File: config.mk
export PLATFORM = sky130hd
export DESIGN_NAME = imm_decode_stage
export DESIGN_NICKNAME = d
export VERILOG_FILES = /design/src/rtl/imm_pkg.sv /design/src/rtl/imm_decode_comb.sv /design/src/rtl/imm_decode_stage.sv
export SDC_FILE = /design/constraint.sdc
export NUM_CORES = 1
export LEC_CHECK = 0
export ABC_AREA = 1
export BUFFER_PORTS_ARGS = -buffer_cell sky130_fd_sc_hd__clkbuf_2
export CAP_MARGIN = 25
export CORE_MARGIN = 2
export CORE_UTILIZATION = 51
export DETAILED_ROUTE_END_ITERATION = 12
export PLACE_DENSITY = 0.8
export SLEW_MARGIN = 20
export SYNTH_ARGS = -nofsm -noshare
export SYNTH_HDL_FRONTEND = slang
export SYNTH_HIERARCHICAL = 1
export SYNTH_SLANG_ARGS = --single-unit
File: constraint.sdc
create_clock -name clk -period 1.6 [get_ports clk]
set_input_delay 0.16 -clock clk [delete_from_list [all_inputs] [get_ports clk]]
set_output_delay 0.16 -clock clk [all_outputs]
set_load 0.01 [all_outputs]
File: src/rtl/imm_pkg.sv
// Shared opcodes, immediate format codes and skid-buffer state encoding
// for the registered immediate-decode stage.
package imm_pkg;

  localparam logic [6:0] OP_LUI    = 7'b0110111;
  localparam logic [6:0] OP_AUIPC  = 7'b0010111;
  localparam logic [6:0] OP_JAL    = 7'b1101111;
  localparam logic [6:0] OP_JALR   = 7'b1100111;
  localparam logic [6:0] OP_BRANCH = 7'b1100011;
  localparam logic [6:0] OP_LOAD   = 7'b0000011;
  localparam logic [6:0] OP_STORE  = 7'b0100011;
  localparam logic [6:0] OP_IMM    = 7'b0010011;
  localparam logic [6:0] OP_IMM32  = 7'b0011011;
  localparam logic [6:0] OP_REG    = 7'b0110011;
  localparam logic [6:0] OP_REG32  = 7'b0111011;
  localparam logic [6:0] OP_FENCE  = 7'b0001111;
  localparam logic [6:0] OP_SYSTEM = 7'b1110011;

  localparam logic [2:0] TYPE_NONE = 3'b000;
  localparam logic [2:0] TYPE_U    = 3'b001;
  localparam logic [2:0] TYPE_S    = 3'b010;
  localparam logic [2:0] TYPE_B    = 3'b011;
  localparam logic [2:0] TYPE_I    = 3'b100;
  localparam logic [2:0] TYPE_J    = 3'b101;
  localparam logic [2:0] TYPE_JALR = 3'b110;
  localparam logic [2:0] TYPE_L    = 3'b111;

  typedef enum logic [1:0] {
    ST_EMPTY = 2'b00,
    ST_ONE   = 2'b01,
    ST_TWO   = 2'b10
  } state_t;

endpackage

File: src/rtl/imm_decode_comb.sv
// Combinational RV32I/RV64I immediate extraction, format classification
// and unknown-opcode detection.
module imm_decode_comb
  import imm_pkg::*;
#(
  parameter int XLEN    = 32,
  parameter bit RV64_EN = 1'b0
) (
  input  logic [31:0]     inst,
  output logic [XLEN-1:0] imm,
  output logic [2:0]      fmt,
  output logic            illegal
);

  logic [6:0] opcode;
  logic [2:0] funct3;
  logic       is_shift;

  assign opcode   = inst[6:0];
  assign funct3   = inst[14:12];
  assign is_shift = (funct3 == 3'b001) || (funct3 == 3'b101);

  // Sign extension is done by filling with inst[31] and then overwriting
  // the low bits, which works for both XLEN values without zero replications.
  always_comb begin
    imm     = '0;
    fmt     = TYPE_NONE;
    illegal = 1'b0;
    case (opcode)
      OP_LUI, OP_AUIPC: begin
        fmt        = TYPE_U;
        imm        = {XLEN{inst[31]}};
        imm[31:0]  = {inst[31:12], 12'b0};
      end
      OP_STORE: begin
        fmt        = TYPE_S;
        imm        = {XLEN{inst[31]}};
        imm[11:0]  = {inst[31:25], inst[11:7]};
      end
      OP_BRANCH: begin
        fmt        = TYPE_B;
        imm        = {XLEN{inst[31]}};
        imm[12:0]  = {inst[31], inst[7], inst[30:25], inst[11:8], 1'b0};
      end
      OP_IMM, OP_IMM32: begin
        if (opcode == OP_IMM32 && !RV64_EN) begin
          illegal = 1'b1;
        end else begin
          fmt = TYPE_I;
          if (is_shift) begin
            if (RV64_EN && opcode == OP_IMM) imm[5:0] = inst[25:20];
            else                             imm[4:0] = inst[24:20];
          end else begin
            imm       = {XLEN{inst[31]}};
            imm[11:0] = inst[31:20];
          end
        end
      end
      OP_JAL: begin
        fmt        = TYPE_J;
        imm        = {XLEN{inst[31]}};
        imm[20:0]  = {inst[31], inst[19:12], inst[20], inst[30:21], 1'b0};
      end
      OP_JALR: begin
        fmt        = TYPE_JALR;
        imm        = {XLEN{inst[31]}};
        imm[11:0]  = inst[31:20];
      end
      OP_LOAD: begin
        fmt        = TYPE_L;
        imm        = {XLEN{inst[31]}};
        imm[11:0]  = inst[31:20];
      end
      OP_REG, OP_FENCE: begin
        fmt = TYPE_NONE;
      end
      OP_REG32: begin
        illegal = !RV64_EN;
      end
      OP_SYSTEM: begin
        imm[4:0] = inst[19:15];
      end
      default: begin
        illegal = 1'b1;
      end
    endcase
  end

endmodule

File: src/rtl/imm_decode_stage.sv
// Registered immediate-decode stage with valid/ready on both sides and a
// 2-entry skid buffer so in_ready is registered and independent of out_ready.
module imm_decode_stage
  import imm_pkg::*;
#(
  parameter int XLEN    = 32,
  parameter bit RV64_EN = 1'b0
) (
  input  logic            clk,
  input  logic            rst_n,
  input  logic            flush,
  input  logic            in_valid,
  output logic            in_ready,
  input  logic [31:0]     in_inst,
  input  logic [XLEN-1:0] in_pc,
  output logic            out_valid,
  input  logic            out_ready,
  output logic [31:0]     out_inst,
  output logic [XLEN-1:0] out_pc,
  output logic [XLEN-1:0] out_imm,
  output logic [2:0]      out_type,
  output logic            out_illegal
);

  state_t          state_q, state_d;
  logic            in_ready_q;

  logic [XLEN-1:0] dec_imm;
  logic [2:0]      dec_type;
  logic            dec_illegal;

  logic [31:0]     main_inst, skid_inst;
  logic [XLEN-1:0] main_pc, skid_pc;
  logic [XLEN-1:0] main_imm, skid_imm;
  logic [2:0]      main_type, skid_type;
  logic            main_illegal, skid_illegal;

  logic            in_fire, out_fire;
  logic            load_main, load_skid, main_from_skid;

  imm_decode_comb #(
    .XLEN    (XLEN),
    .RV64_EN (RV64_EN)
  ) u_decode (
    .inst    (in_inst),
    .imm     (dec_imm),
    .fmt     (dec_type),
    .illegal (dec_illegal)
  );

  assign in_ready  = in_ready_q;
  assign out_valid = (state_q != ST_EMPTY);
  assign in_fire   = in_valid && in_ready_q;
  assign out_fire  = out_valid && out_ready;

  // Flush overrides any same-cycle transfer, so no load strobes fire under it.
  always_comb begin
    state_d        = state_q;
    load_main      = 1'b0;
    load_skid      = 1'b0;
    main_from_skid = 1'b0;
    if (flush) begin
      state_d = ST_EMPTY;
    end else begin
      case (state_q)
        ST_EMPTY: begin
          if (in_fire) begin
            state_d   = ST_ONE;
            load_main = 1'b1;
          end
        end
        ST_ONE: begin
          if (in_fire && out_fire) begin
            load_main = 1'b1;
          end else if (in_fire) begin
            state_d   = ST_TWO;
            load_skid = 1'b1;
          end else if (out_fire) begin
            state_d = ST_EMPTY;
          end
        end
        ST_TWO: begin
          if (out_fire) begin
            state_d        = ST_ONE;
            main_from_skid = 1'b1;
          end
        end
        default: state_d = ST_EMPTY;
      endcase
    end
  end

  always_ff @(posedge clk) begin
    if (!rst_n) begin
      state_q    <= ST_EMPTY;
      in_ready_q <= 1'b1;
    end else begin
      state_q    <= state_d;
      in_ready_q <= (state_d != ST_TWO);
    end
  end

  always_ff @(posedge clk) begin
    if (!rst_n) begin
      main_inst    <= '0;
      main_pc      <= '0;
      main_imm     <= '0;
      main_type    <= TYPE_NONE;
      main_illegal <= 1'b0;
      skid_inst    <= '0;
      skid_pc      <= '0;
      skid_imm     <= '0;
      skid_type    <= TYPE_NONE;
      skid_illegal <= 1'b0;
    end else begin
      if (load_main) begin
        main_inst    <= in_inst;
        main_pc      <= in_pc;
        main_imm     <= dec_imm;
        main_type    <= dec_type;
        main_illegal <= dec_illegal;
      end else if (main_from_skid) begin
        main_inst    <= skid_inst;
        main_pc      <= skid_pc;
        main_imm     <= skid_imm;
        main_type    <= skid_type;
        main_illegal <= skid_illegal;
      end
      if (load_skid) begin
        skid_inst    <= in_inst;
        skid_pc      <= in_pc;
        skid_imm     <= dec_imm;
        skid_type    <= dec_type;
        skid_illegal <= dec_illegal;
      end
    end
  end

  assign out_inst    = main_inst;
  assign out_pc      = main_pc;
  assign out_imm     = main_imm;
  assign out_type    = main_type;
  assign out_illegal = main_illegal;

endmodule
==> summary.md <==
| Metric | Value |
|---|---|
| Outcome | `completed` |
| Largest net degree at the start of global routing | `about 80` |
| Antenna diodes | `0` |
| Die W | `roughly 140 um` |
| Share of cells above drive strength 1 | `between 10% and 20%` |
| CTS Buf Count | `23` |
| Unrepaired setup endpoints after global routing | `true` |
| Core area | `approximately 0.019 sq mm` |
| CTS Buffer Depth | `3` |
| Initial antenna violation count | `0` |
| Worst path bufs/invs | `3` |
| Synth cell types | `24` |
| Die Area | `around 0.020 sq mm` |
| WL/cell | `15.2 um` |
| P per Cell Area | `between 900 and 1000 mW/mm^2` |
| Vias in the first global route | `9,262` |
| Area leader, netlist | `dfxtp_1` |
| Leakage | `between 6 and 7 nW` |
| Count of final setup violators | `0` |
| Critical Path RT | `~2000 ps` |
| Crit-path max FO | `29` |
| Average size of a mapped cell | `6.43 sq um` |
| Sequential-to-total area share from yosys stat | `a little over two fifths` |
| Final Hold Viols | `0` |
| HPWL Detailed | `17.7 mm` |
| Max_cap viols | `0` |
| Filler Cell Count | `1,666` |
| Count of flip-flops with a built-in enable after synthesis | `0` |
| CP Capture Type | `flop` |
| Crit path kind | `reg2reg` |
| Detailed Routing Iterations Pass 1 | `9` |
| DR WL met3 | `~2.3 mm` |
| Gr ovfl total | `0` |
| I/O pin count | `171` |
| CP startpoint | `state_q[0]$_SDFF_PN0_` |
| Final worst path period need | `1490 ps` |
| Chip Height | `~140 um` |
| Hold/Removal Path Class | `in2reg` |
| Port bufs | `170` |
| Peak VDD IR | `roughly 720 uV` |
| WL final | `a little under 30 mm` |
| Worst-path clk slew | `about 60 ps` |
| CP cell instances | `buf_4 -> nor3_4 -> buf_4 -> buf_16 -> nand2_1 -> nand2_1 -> nand2_1 -> a21oi_1` |
| Vias/cell | `roughly 5.4` |
| Startpoint types | `flop` |
| CP max-delay cell | `dfxtp_1` |
| Final core utilization | `65.0%` |
| Vias | `around 10,000` |
| Commonest cells post-synth | `367 x nand2_1, 239 x nand3_1, 219 x nor2_1` |
| Area share of the largest cell type after synthesis | `approximately 42%` |
| Starting Density | `51.8%` |
| F_max | `approximately 0.67 GHz` |
| DRT antenna net count | `0` |
| H-tree Lvls | `1` |
| Synth-to-layout area growth | `25.6%` |
| First-pass GRT wire length | `46.1 mm` |
| CP max stage delay | `between 300 and 400 ps` |
| Global-route usage over all layers | `28.0%` |
| Placement Rows | `50` |
| CTS root buffer | `clkbuf_16` |
| Gate Count Post-Synth | `about 1,500` |
| Placer's final routability congestion estimate | `0.863` |
| FF-to-FF Start | `state_q[0]$_SDFF_PN0_` |
| Setup TNS | `0 ps` |
| Cell mode on critical path | `nand2_1` |
| Layout Nets | `~1,700` |
| Remaining DRCs | `0` |
| Met2 wire length | `about 14 mm` |
| Synth Flop Type | `dfxtp_1` |
| Top Metal Used | `met4` |
| Most frequent cell after synthesis | `nand2_1` |
| HP Start | `out_ready` |
| Relative slew slack | `a little under three quarters` |
| Async set-or-reset flop fraction in the synthesized netlist | `0%` |
| Starting DRC count in detailed routing | `980` |
| Crit path DAT | `1940 ps` |
| CTS Sinks | `approximately 200` |
| Leading post-synthesis cells by cell area | `dfxtp_1 42%, nand2_1 14%, nand3_1 12%` |
| Skew-Pair Late Insertion Delay | `between 500 and 600 ps` |
| Period utilization | `93.4%` |
| Syn_nets | `approximately 1,600` |
| Delay-heaviest family, CP | `buffers and inverters` |
| Yosys reg bits | `around 200` |
| Max Slew Vio Count | `0` |
| Clock Skews | `8.10 ps` |
| Warnings, synthesis | `6` |
| CTS tree | `done` |
| Metal1 wirelength | `around 12 mm` |
| Synth Cell Area | `around 0.0096 sq mm` |
| Worst-Margin Slew | `~430 ps` |
## worst paths after layout
kind | endpoint | slack, ps | cells past startpoint
worst max-delay path | out_type[0]$_SDFFE_PN0P_ | 110 | 8
worst min-delay path | state_q[1]$_SDFF_PN0_ | 3 | 4
worst max register to register | out_type[0]$_SDFFE_PN0P_ | 110 | 8
worst min register to register | out_pc[6]$_SDFFE_PN0P_ | 480 | 2
## tightest hold or removal path: cells and delay by family
kind / cells / cell delay [ps]
buf+inv: 2 / 180
simple gates: 2 / 130
## power breakdown
group	internal (mW)	switching, mW
registers	5.30	0.135
logic	0.598	0.920
clock network	3.04	2.09
## registers in the layout, summed over array words and instances (netlist names)
| name | count |
|---|---|
| out_imm | 32 |
| out_inst | 32 |
| out_pc | 32 |
| skid_imm | 32 |
| skid_inst | 32 |
| skid_pc | 32 |
| out_type | 3 |
| skid_type | 3 |
| state_q | 2 |
| in_ready | 1 |
| out_illegal | 1 |
| skid_illegal | 1 |
## kinds of logic (layout without fill, tap and decap cells)
| family | Yosys count | in the layout | synth area share [%] |
|---|---|---|---|
| simple gates | 840 | 840 | 36.3 |
| buf+inv | 246 | 438 | 10.6 |
| compound gates | 206 | 206 | 10.8 |
| flops | 203 | 203 | 42.3 |
## final cells by class
class | count | area (sq um) | share of cell area [%]
clock inverters | 7 | 88.8 | 0.736
repair buffers | 268 | 1940 | 16.0
inverters | 133 | 504 | 4.17
well taps | 234 | 293 | 2.42
multi-input cells | 1046 | 4570 | 37.8
clock buffers | 30 | 622 | 5.15
flip-flops and latches | 203 | 4070 | 33.7
## stage by stage
stage	power [mW]	setup slack [ps]	hold WS, ps	std cells	cell area, sq um
global route	12.5	-7.50	14.0	1921	12100
CTS	12.1	29.9	0.643	1920	12000
finish	12.1	106	2.73	1921	12100
floorplan	6.33	207	295	1495	9620
global placement	6.92	-92.3	402	1838	10900
detailed placement	6.94	-134	405	1838	10900
## what timing repair did
item	in CTS	in global routing
pin swaps	0	2
gates resized for setup	2	5
hold buffers	45	0
setup buffers	0	0
gates cloned	0	1
hold endpoints to repair	45	0
setup endpoints to repair	3	99
## placed cells by master (no fill, tap or decap), drive strengths merged
cell type | netlist | layout
o21ai | 104 | 104
clkinv | 0 | 6
dfxtp | 203 | 203
o211ai | 1 | 1
buf | 61 | 53
nand3 | 239 | 239
nor2 | 223 | 223
inv | 133 | 132
dlygate4sd3 | 0 | 45
bufinv | 0 | 2
nand3b | 1 | 1
and2 | 1 | 1
clkbuf | 52 | 200
nor3 | 5 | 5
a21oi | 101 | 101
nand4 | 1 | 1
nand2 | 370 | 370
## layer usage
layer / global-route usage, % / up-vias
li1: - / 5093
met2: 48.2 / 459
met3: 3.68 / 71
met1: 35.8 / 4785
met5: 0 / -
met4: 11.1 / 0
No activity file was read; power rests on OpenSTA's default activity.
